$ cat src/rtl/dv_run_pkg.sv
// Shared types for the DV run sequencer: phase encoding, verdict and default counter width.
package dv_run_pkg;

   localparam int unsigned DEFAULT_CNT_W = 32;

   typedef enum logic [2:0] {
      IDLE  = 3'd0,
      RESET = 3'd1,
      RUN   = 3'd2,
      DRAIN = 3'd3,
      DONE  = 3'd4
   } phase_e;

   typedef enum logic [1:0] {
      NONE = 2'd0,
      PASS = 2'd1,
      FAIL = 2'd2
   } verdict_e;

endpackage

$ cat src/rtl/dv_run_sequencer_counter.sv
// Clear/enable counter that sticks at all-ones instead of wrapping.
module dv_sat_counter #(
   parameter int unsigned W = 32
) (
   input  logic         clk,
   input  logic         clear,
   input  logic         enable,
   output logic [W-1:0] count
);

   always_ff @(posedge clk) begin
      if (clear) begin
         count <= '0;
      end else if (enable && (count != '1)) begin
         count <= count + W'(1);
      end
   end

endmodule

$ cat src/rtl/dv_run_sequencer.sv
// Simulation run controller: staggered channel resets, timed run phase, sticky verdict and finish pulse.
module dv_run_sequencer
   import dv_run_pkg::*;
#(
   parameter int unsigned NUM_CH         = 2,
   parameter int unsigned RESET_CYCLES   = 4,
   parameter int unsigned STAGGER_CYCLES = 0,
   parameter int unsigned RUN_CYCLES     = 10,
   parameter int unsigned DRAIN_CYCLES   = 0,
   parameter bit          AUTO_START     = 1'b1,
   parameter bit          TIMEOUT_PASS   = 1'b1,
   parameter int unsigned CNT_W          = DEFAULT_CNT_W
) (
   input  logic              clk,
   input  logic              reset,
   input  logic              start,
   input  logic [NUM_CH-1:0] dut_done,
   input  logic              dut_error,
   output logic [NUM_CH-1:0] rst_out,
   output logic [NUM_CH-1:0] rst_n_out,
   output logic [2:0]        phase,
   output logic [CNT_W-1:0]  cycle_count,
   output logic              finish,
   output logic              pass,
   output logic              fail
);

   localparam logic [CNT_W-1:0] RESET_LAST = CNT_W'(RESET_CYCLES + (NUM_CH - 1) * STAGGER_CYCLES - 1);
   localparam logic [CNT_W-1:0] RUN_LAST   = CNT_W'(RUN_CYCLES - 1);
   // DRAIN always occupies at least one cycle, so 0 and 1 behave alike
   localparam logic [CNT_W-1:0] DRAIN_LAST = CNT_W'((DRAIN_CYCLES == 0) ? 0 : DRAIN_CYCLES - 1);

   phase_e            state, state_next;
   verdict_e          verdict;
   logic [CNT_W-1:0]  rcnt, dcnt;
   logic [NUM_CH-1:0] release_hold;

   dv_sat_counter #(.W(CNT_W)) u_rcnt (
      .clk    (clk),
      .clear  (reset || (state != RESET)),
      .enable (state == RESET),
      .count  (rcnt)
   );

   dv_sat_counter #(.W(CNT_W)) u_cycle (
      .clk    (clk),
      .clear  (reset || ((state == DONE) && start)),
      .enable ((state == RUN) && (verdict == NONE)),
      .count  (cycle_count)
   );

   dv_sat_counter #(.W(CNT_W)) u_dcnt (
      .clk    (clk),
      .clear  (reset || (state != DRAIN)),
      .enable (state == DRAIN),
      .count  (dcnt)
   );

   for (genvar i = 0; i < NUM_CH; i++) begin : g_release
      localparam logic [CNT_W-1:0] THR = CNT_W'(RESET_CYCLES + i * STAGGER_CYCLES);
      assign release_hold[i] = (rcnt < THR);
   end

   always_ff @(posedge clk) begin
      if (reset) begin
         state <= IDLE;
      end else begin
         state <= state_next;
      end
   end

   always_comb begin
      state_next = state;
      unique case (state)
         IDLE:    if (AUTO_START || start) state_next = RESET;
         RESET:   if (rcnt == RESET_LAST) state_next = RUN;
         RUN:     if (verdict != NONE) state_next = DRAIN;
         DRAIN:   if (dcnt == DRAIN_LAST) state_next = DONE;
         DONE:    if (start) state_next = RESET;
         default: state_next = IDLE;
      endcase
   end

   always_comb begin
      rst_out = '0;
      verdict = NONE;
      unique case (state)
         IDLE:  rst_out = '1;
         RESET: rst_out = release_hold;
         RUN: begin
            if (dut_error)                  verdict = FAIL;
            else if (&dut_done)             verdict = PASS;
            else if (cycle_count == RUN_LAST) verdict = TIMEOUT_PASS ? PASS : FAIL;
         end
         default: ;
      endcase
   end

   assign rst_n_out = ~rst_out;
   assign phase     = state;

   always_ff @(posedge clk) begin
      if (reset) begin
         pass   <= 1'b0;
         fail   <= 1'b0;
         finish <= 1'b0;
      end else begin
         finish <= (state_next == DONE) && (state != DONE);
         if ((state == RUN) && (verdict != NONE)) begin
            pass <= (verdict == PASS);
            fail <= (verdict == FAIL);
         end else if ((state == DONE) && start) begin
            pass <= 1'b0;
            fail <= 1'b0;
         end
      end
   end

   a_verdict_onehot: assert property (@(posedge clk) disable iff (reset) $onehot0({pass, fail}));
   a_finish_verdict: assert property (@(posedge clk) disable iff (reset) finish |-> (pass || fail));

endmodule

$ cat config.mk
export PLATFORM = sky130hd
export DESIGN_NAME = dv_run_sequencer
export DESIGN_NICKNAME = d
export VERILOG_FILES = /design/src/rtl/dv_run_pkg.sv /design/src/rtl/dv_run_sequencer_counter.sv /design/src/rtl/dv_run_sequencer.sv
export SDC_FILE = /design/constraint.sdc
export NUM_CORES = 1
export LEC_CHECK = 0
export CAP_MARGIN = 20
export CELL_PAD_IN_SITES_DETAIL_PLACEMENT = 0
export CELL_PAD_IN_SITES_GLOBAL_PLACEMENT = 1
export CORE_MARGIN = 10
export CORE_UTILIZATION = 43
export CTS_CLUSTER_SIZE = 14
export DETAILED_ROUTE_END_ITERATION = 8
export GPL_ROUTABILITY_DRIVEN = 0
export PLACE_DENSITY_LB_ADDON = 0.1
export SYNTH_ARGS = -nofsm -noshare
export SYNTH_HDL_FRONTEND = slang
export SYNTH_SLANG_ARGS = --single-unit
$ cat constraint.sdc
create_clock -name clk -period 2.25 [get_ports clk]
set_input_delay 0.3375 -clock clk [delete_from_list [all_inputs] [get_ports clk]]
set_output_delay 0.3375 -clock clk [all_outputs]
set_load 0.02 [all_outputs]
==> metrics, run 1 <==
status finished, final reports clean; Worst Path Max Fanout 6; initial antenna violation count 0; Avg Vias per Cell 5.67; YS warnings 0; Leak 2.43 nW; EDFF count, synth 0; Worst setup SP type register; worst path arrival time 2.39 ns; most frequent cells after synthesis 102 x dfxtp_1, 59 x nor2_1, 52 x nand2_1; drt pass-1 iters 5; Req. time, crit path 2.53 ns; Post-synth ARST share 0%; clk root buf clkbuf_16; Initial Util 44.3%; Final Critical Period 2.11 ns; ratio of cells with drive above 1 in the final layout 18.4%; power density cells 506 nW/µm²; final setup TNS 0 ns; max-slew violations 0; Die ar. 17300 µm²; Top Usage Layer GRT met2; die height 132 µm; grt total ovfl 0; total track usage 16.8%; Max VDD drop 0.510 mV; mapped cell area 5360 µm²; drt drc 0; period utilization 93.7%; Hold Crit Depth 2; sequential fraction of the synthesis area 38.1%; first-pass GRT wire length 24800 µm; top post-synthesis cells by area dfxtp_1 38%, xnor2_1 5.4%, nor2_1 4.1%; met3 GRT Util 4.15%; CP Capture Type register; XOR/XNOR share of the synthesized area 6.70%; max-cap violations 0; post-synthesis simple-gate area fraction 32.7%; predominant post-synthesis flop cell dfxtp_1; leading cell type by number of instances after synthesis dfxtp_1; initial drt markers 309; Site Rows 40; post-synthesis mux area share 0.560%; Final Hold Fails 0; final instance area 7070 µm²; PortBufs 47; Post-Synth Adder-Cell Area 1.17%; max_slew headroom 53.3%; Mean Syn Cell Area 8.11 µm²; met2 Usage GRT 27.4%; cts hold-fix bufs 0; Syn Nets 672; Hold Path End u_dcnt.count[12]$_SDFFE_PP0P_; post-synth top area cell dfxtp_1; unrepaired setup endpoints after global routing no; Worst Reg-to-Reg Cells 6; min-delay worst type reg -> reg; M1 GR Usage 21.3%; fin nets 804; clk slew on worst S/H paths 0.07 ns; largest net degree at the start of global routing 31; buffer depth of the longest clock path 2; vias in the first global route 5072; Reg-to-Reg Start phase[0]$_SDFF_PP0_; Reg-to-Reg End u_cycle.count[19]$_SDFFE_PP0P_; DP Wirelength 11200 µm; post-synthesis compound-gate area fraction 16.9%; worst slew pin tran 0.693 ns; clk_lat worst skew 0.35 ns; Core Footprint 12100 µm²; Yosys top cell area share 38.1%; Top Ports 48; Post-Syn Instances 661; CTS buffer count 9; Peak Freq 474 MHz; number of diodes 0; CTS Sinks 102; FF+latch count, synth 102; routed len/inst 15.5 µm; CP Class reg -> reg; CTS tree built; # setup viols final 0; hold_sp u_dcnt.count[12]$_SDFFE_PP0P_; Routed WL 15000 µm; DP Area 6690 µm²; ANT nets after route 0; vias 5478; Yosys cell types 51; chip width 132 µm; Syn-to-layout area delta 31.9%; reg2reg setup slack 0.14 ns; main combinational cell family by area after synthesis simple AND/OR/NAND/NOR gates; H-tree lvl count 3; clock skew after layout 0.00969 ns
## worst max path at each step
| stage | cells past startpoint | end | startpoint |
|---|---|---|---|
| after floorplan | 5 | rst_out[1] | phase[0]$_SDFF_PP0_ |
| after global placement | 6 | u_cycle.count[13]$_SDFFE_PP0P_ | dut_error |
| after detailed placement | 6 | u_cycle.count[13]$_SDFFE_PP0P_ | dut_error |
| after CTS | 6 | rst_out[0] | u_rcnt.count[29]$_SDFFE_PP0P_ |
| after global routing | 6 | u_rcnt.count[14]$_SDFFE_PP0P_ | u_rcnt.count[3]$_SDFFE_PP0P_ |
| final | 6 | u_cycle.count[19]$_SDFFE_PP0P_ | phase[0]$_SDFF_PP0_ |
## layout by cell type, fill, tap and decap left out, types with 14 or more instances in the layout
master           synthesis  final
a21oi_1                 43     43
and3_1                  15     14
and4_1                  15     15
buf_4                    2    108
clkdlybuf4s50_1          0     43
dfxtp_1                102    102
inv_1                   17     17
nand2_1                 52     52
nand3_1                 30     30
nand4_1                 29     29
nor2_1                  59     58
nor4_1                  35     29
o21ai_0                 34     33
or3_1                   30     30
xnor2_1                 33     33
## metrics by stage
stage / power [mW] / cells / setup WS, ns / utilization, % / hold WS, ns
4_1_cts: 3.63 / 964 / 0.00740 / 58.2 / 0.494
3_3_place_gp: 1.93 / 947 / -0.229 / 55.2 / 0.470
3_5_place_dp: 1.93 / 947 / -0.225 / 55.2 / 0.484
2_1_floorplan: 1.89 / 661 / 0.0423 / - / 0.455
6_report: 3.58 / 966 / 0.141 / 58.4 / 0.497
5_1_grt: 3.70 / 966 / 0.0275 / 58.4 / 0.526
## metal layers
layer	share of wire, %	vias to the layer above
li1	-	2747
met1	47	2597
met2	47	122
met3	4.7	12
met4	1.3	0
met5	0	-
## report_power, final
| part | leakage, nW | switching (mW) | total, mW | internal, mW |
|---|---|---|---|---|
| registers | 0.822 | 0.00405 | 1.81 | 1.81 |
| logic | 1.46 | 0.0482 | 0.0785 | 0.0303 |
| clock network | 0.150 | 0.678 | 1.69 | 1.01 |
| total | 2.43 | 0.730 | 3.58 | 2.85 |
## flip-flops by register name, summed over array words and instances, names as in the netlist
| register | cells |
|---|---|
| fail | 1 |
| finish | 1 |
| pass | 1 |
| phase | 3 |
| u_cycle.count | 32 |
| u_dcnt.count | 32 |
| u_rcnt.count | 32 |
## logic make-up after synthesis
logic type	Yosys count
AND/OR/NAND/NOR	316
buffers and inverters	51
AO/OA/AOI/OAI	143
multiplexers	3
flip-flops	102
XOR/XNOR	41
adder cells (fa/ha/maj)	5
## worst max-delay path: stages (launching register included)
cell	delay, ns
dfxtp_1	0.37
or4b_4	0.61
nor3_4	0.22
buf_4	0.16
o211ai_1	0.13
or3_1	0.39
a21oi_1	0.17
## repair_timing
item | CTS | global route
pin swaps | 3 | 5
setup buffers | 1 | 2
endpoints found under the setup margin | 6 | 15
resized for setup | 15 | 12
gates cloned | 0 | 0
## cell type report
| type | count | area (µm²) |
|---|---|---|
| inverter | 17 | 63.8 |
| clock buffer | 13 | 250 |
| tap | 168 | 210 |
| fill | 1156 | 5040 |
| clock inverter | 3 | 67.6 |
| multi-input combinational | 508 | 3170 |
| timing repair buffer | 155 | 1260 |
| sequential | 102 | 2040 |
(Power assumes the default switching activity.)
==> run 2: changes to the inputs <==
==> constraint.sdc (replaced) <==
create_clock -name clk -period 2.25 [get_ports clk]
set_input_delay 0.5625 -clock clk [delete_from_list [all_inputs] [get_ports clk]]
set_output_delay 0.5625 -clock clk [all_outputs]
set_load 0.02 [all_outputs]
==> metrics, run 2 (synthesis results as in run 1) <==
status finished, final reports clean; worst path arrival time 1.64 ns (-0.75 ns); initial drt markers 375 (+21%); CTS Sinks 102 (unchanged); Worst setup SP type register; Req. time, crit path 1.69 ns (-0.84 ns); Syn-to-layout area delta 32.8%; min-delay worst type reg -> reg; chip width 132 µm (unchanged); max-slew violations 0 (unchanged); first-pass GRT wire length 26200 µm (+5.5%); most frequent cells in the layout 106 x buf_4, 99 x dfxtp_1, 58 x nor2_1; H-tree lvl count 3 (unchanged); DP Wirelength 11400 µm (+1.5%); Die ar. 17300 µm² (unchanged); Leak 2.45 nW (+1.1%); period utilization 98.0% (+4.3 points); Core Util, Final 58.8% (+0.42 points); biggest regs u_cycle.count: 32 flops, u_dcnt.count: 32 flops, u_rcnt.count: 32 flops; Peak Freq 454 MHz (-4.4%); ratio of cells with drive above 1 in the final layout 19.3% (+0.85 points); ANT nets after route 0 (unchanged); Site Rows 40 (unchanged); drt drc 0 (unchanged); # setup viols final 0 (unchanged); CP Capture Type primary output; Max VDD drop 0.357 mV (-30%); initial antenna violation count 0 (unchanged); max_slew headroom 63.1% (+9.8 points); PortBufs 47 (unchanged); grt total ovfl 0 (unchanged); Top Ports 48 (unchanged); clk slew on worst S/H paths 0.07 ns (about the same); power density cells 486 nW/µm² (-3.9%); number of diodes 0 (unchanged); clock skew after layout 0.00705 ns (-0.00264 ns); total design power 3.46 mW (-3.2%); drt pass-1 iters 5 (unchanged); total track usage 17.6% (+0.75 points); vias 5570 (+1.7%); Final Hold Fails 0 (unchanged); unrepaired setup endpoints after global routing yes; Final Critical Period 2.20 ns (+0.0962 ns); Avg Vias per Cell 5.76 (+1.6%); max-cap violations 0 (unchanged); cts hold-fix bufs 0 (unchanged); clk_lat worst skew 0.35 ns (about the same); Worst Path Max Fanout 3 (-3); Initial Util 44.3% (unchanged); Core Footprint 12100 µm² (unchanged); most common cell after layout, fill and taps aside buf_4; CTS tree built; CP Class reg -> out; worst slew pin tran 0.540 ns (-0.153 ns); clk root buf clkbuf_16; CTS buffer count 9 (unchanged); die height 132 µm (unchanged); fin nets 805 (+0.12%); vias in the first global route 5300 (+4.5%); Routed WL 15600 µm (+4.2%); largest net degree at the start of global routing 31 (unchanged); buffer depth of the longest clock path 2 (unchanged); routed len/inst 16.2 µm (+4.1%)
==> run 2: report_power, final <==
group          internal [mW]  switching, mW  leakage (nW)
logic                 0.0334         0.0506          1.49
registers               1.81        0.00378         0.823
clock network          0.855          0.712         0.141
==> run 2: worst paths after layout <==
kind,end,start,slack [ns],cells past startpoint
hold / removal,u_dcnt.count[17]$_SDFFE_PP0P_,u_dcnt.count[17]$_SDFFE_PP0P_,0.49,2
setup / recovery,rst_out[0],u_rcnt.count[26]$_SDFFE_PP0P_,0.05,6
setup reg to reg,u_cycle.count[8]$_SDFFE_PP0P_,u_cycle.count[22]$_SDFFE_PP0P_,0.15,7
hold reg to reg,u_dcnt.count[17]$_SDFFE_PP0P_,u_dcnt.count[17]$_SDFFE_PP0P_,0.49,2
==> run 2: through the flow <==
stage                     area [µm²]  setup TNS, ns  setup slack, ns  hold WS [ns]  std cells
after floorplan                 5360              0           0.0816         0.455        661
after global placement          6710         -10.43           -0.514         0.468        948
after detailed placement        6710         -11.74           -0.562         0.482        948
after CTS                       7090              0          0.00598         0.493        967
after global routing            7120         -0.193          -0.0610         0.534        967
final                           7120              0           0.0451         0.490        967
==> run 2: repair_timing <==
item                       CTS  global route
setup buffers                3             0
setup endpoints to repair   21             4
gates resized for setup     34             6
pin swaps                    7             7
cloned                       1             0
==> run 2: area by class of cell <==
class	count	area (µm²)
multi-input cells	509	3220
well taps	168	210
clock buffers	9	225
clock inverters	7	65.1
inverters	17	63.8
fillers	1129	4990
flip-flops and latches	102	2050
repair buffers	155	1290
==> run 2: routing by layer <==
layer	part of all wire [%]	GRT usage, %	vias up	wire [µm]
li1	-	-	2766	-
met1	47	22.8	2659	7330
met2	47	28.4	124	7340
met3	4.7	4.80	21	740
met4	1.3	4.14	0	207
met5	0	0	-	0
==> run 2: worst max-delay path, cell delays in order, from the launching register on <==
cell and delay [ns]:
dfxtp_2 0.33, nor4_4 0.31, nand4_1 0.15, nor2_2 0.20
o21ai_2 0.10, inv_2 0.08, buf_6 0.11
==> run 3: changes to the inputs <==
CTS_CLUSTER_DIAMETER = 30   (was not set)
==> results of run 3 <==
The final DEF is identical to that of run 2; final timing and power are the same.
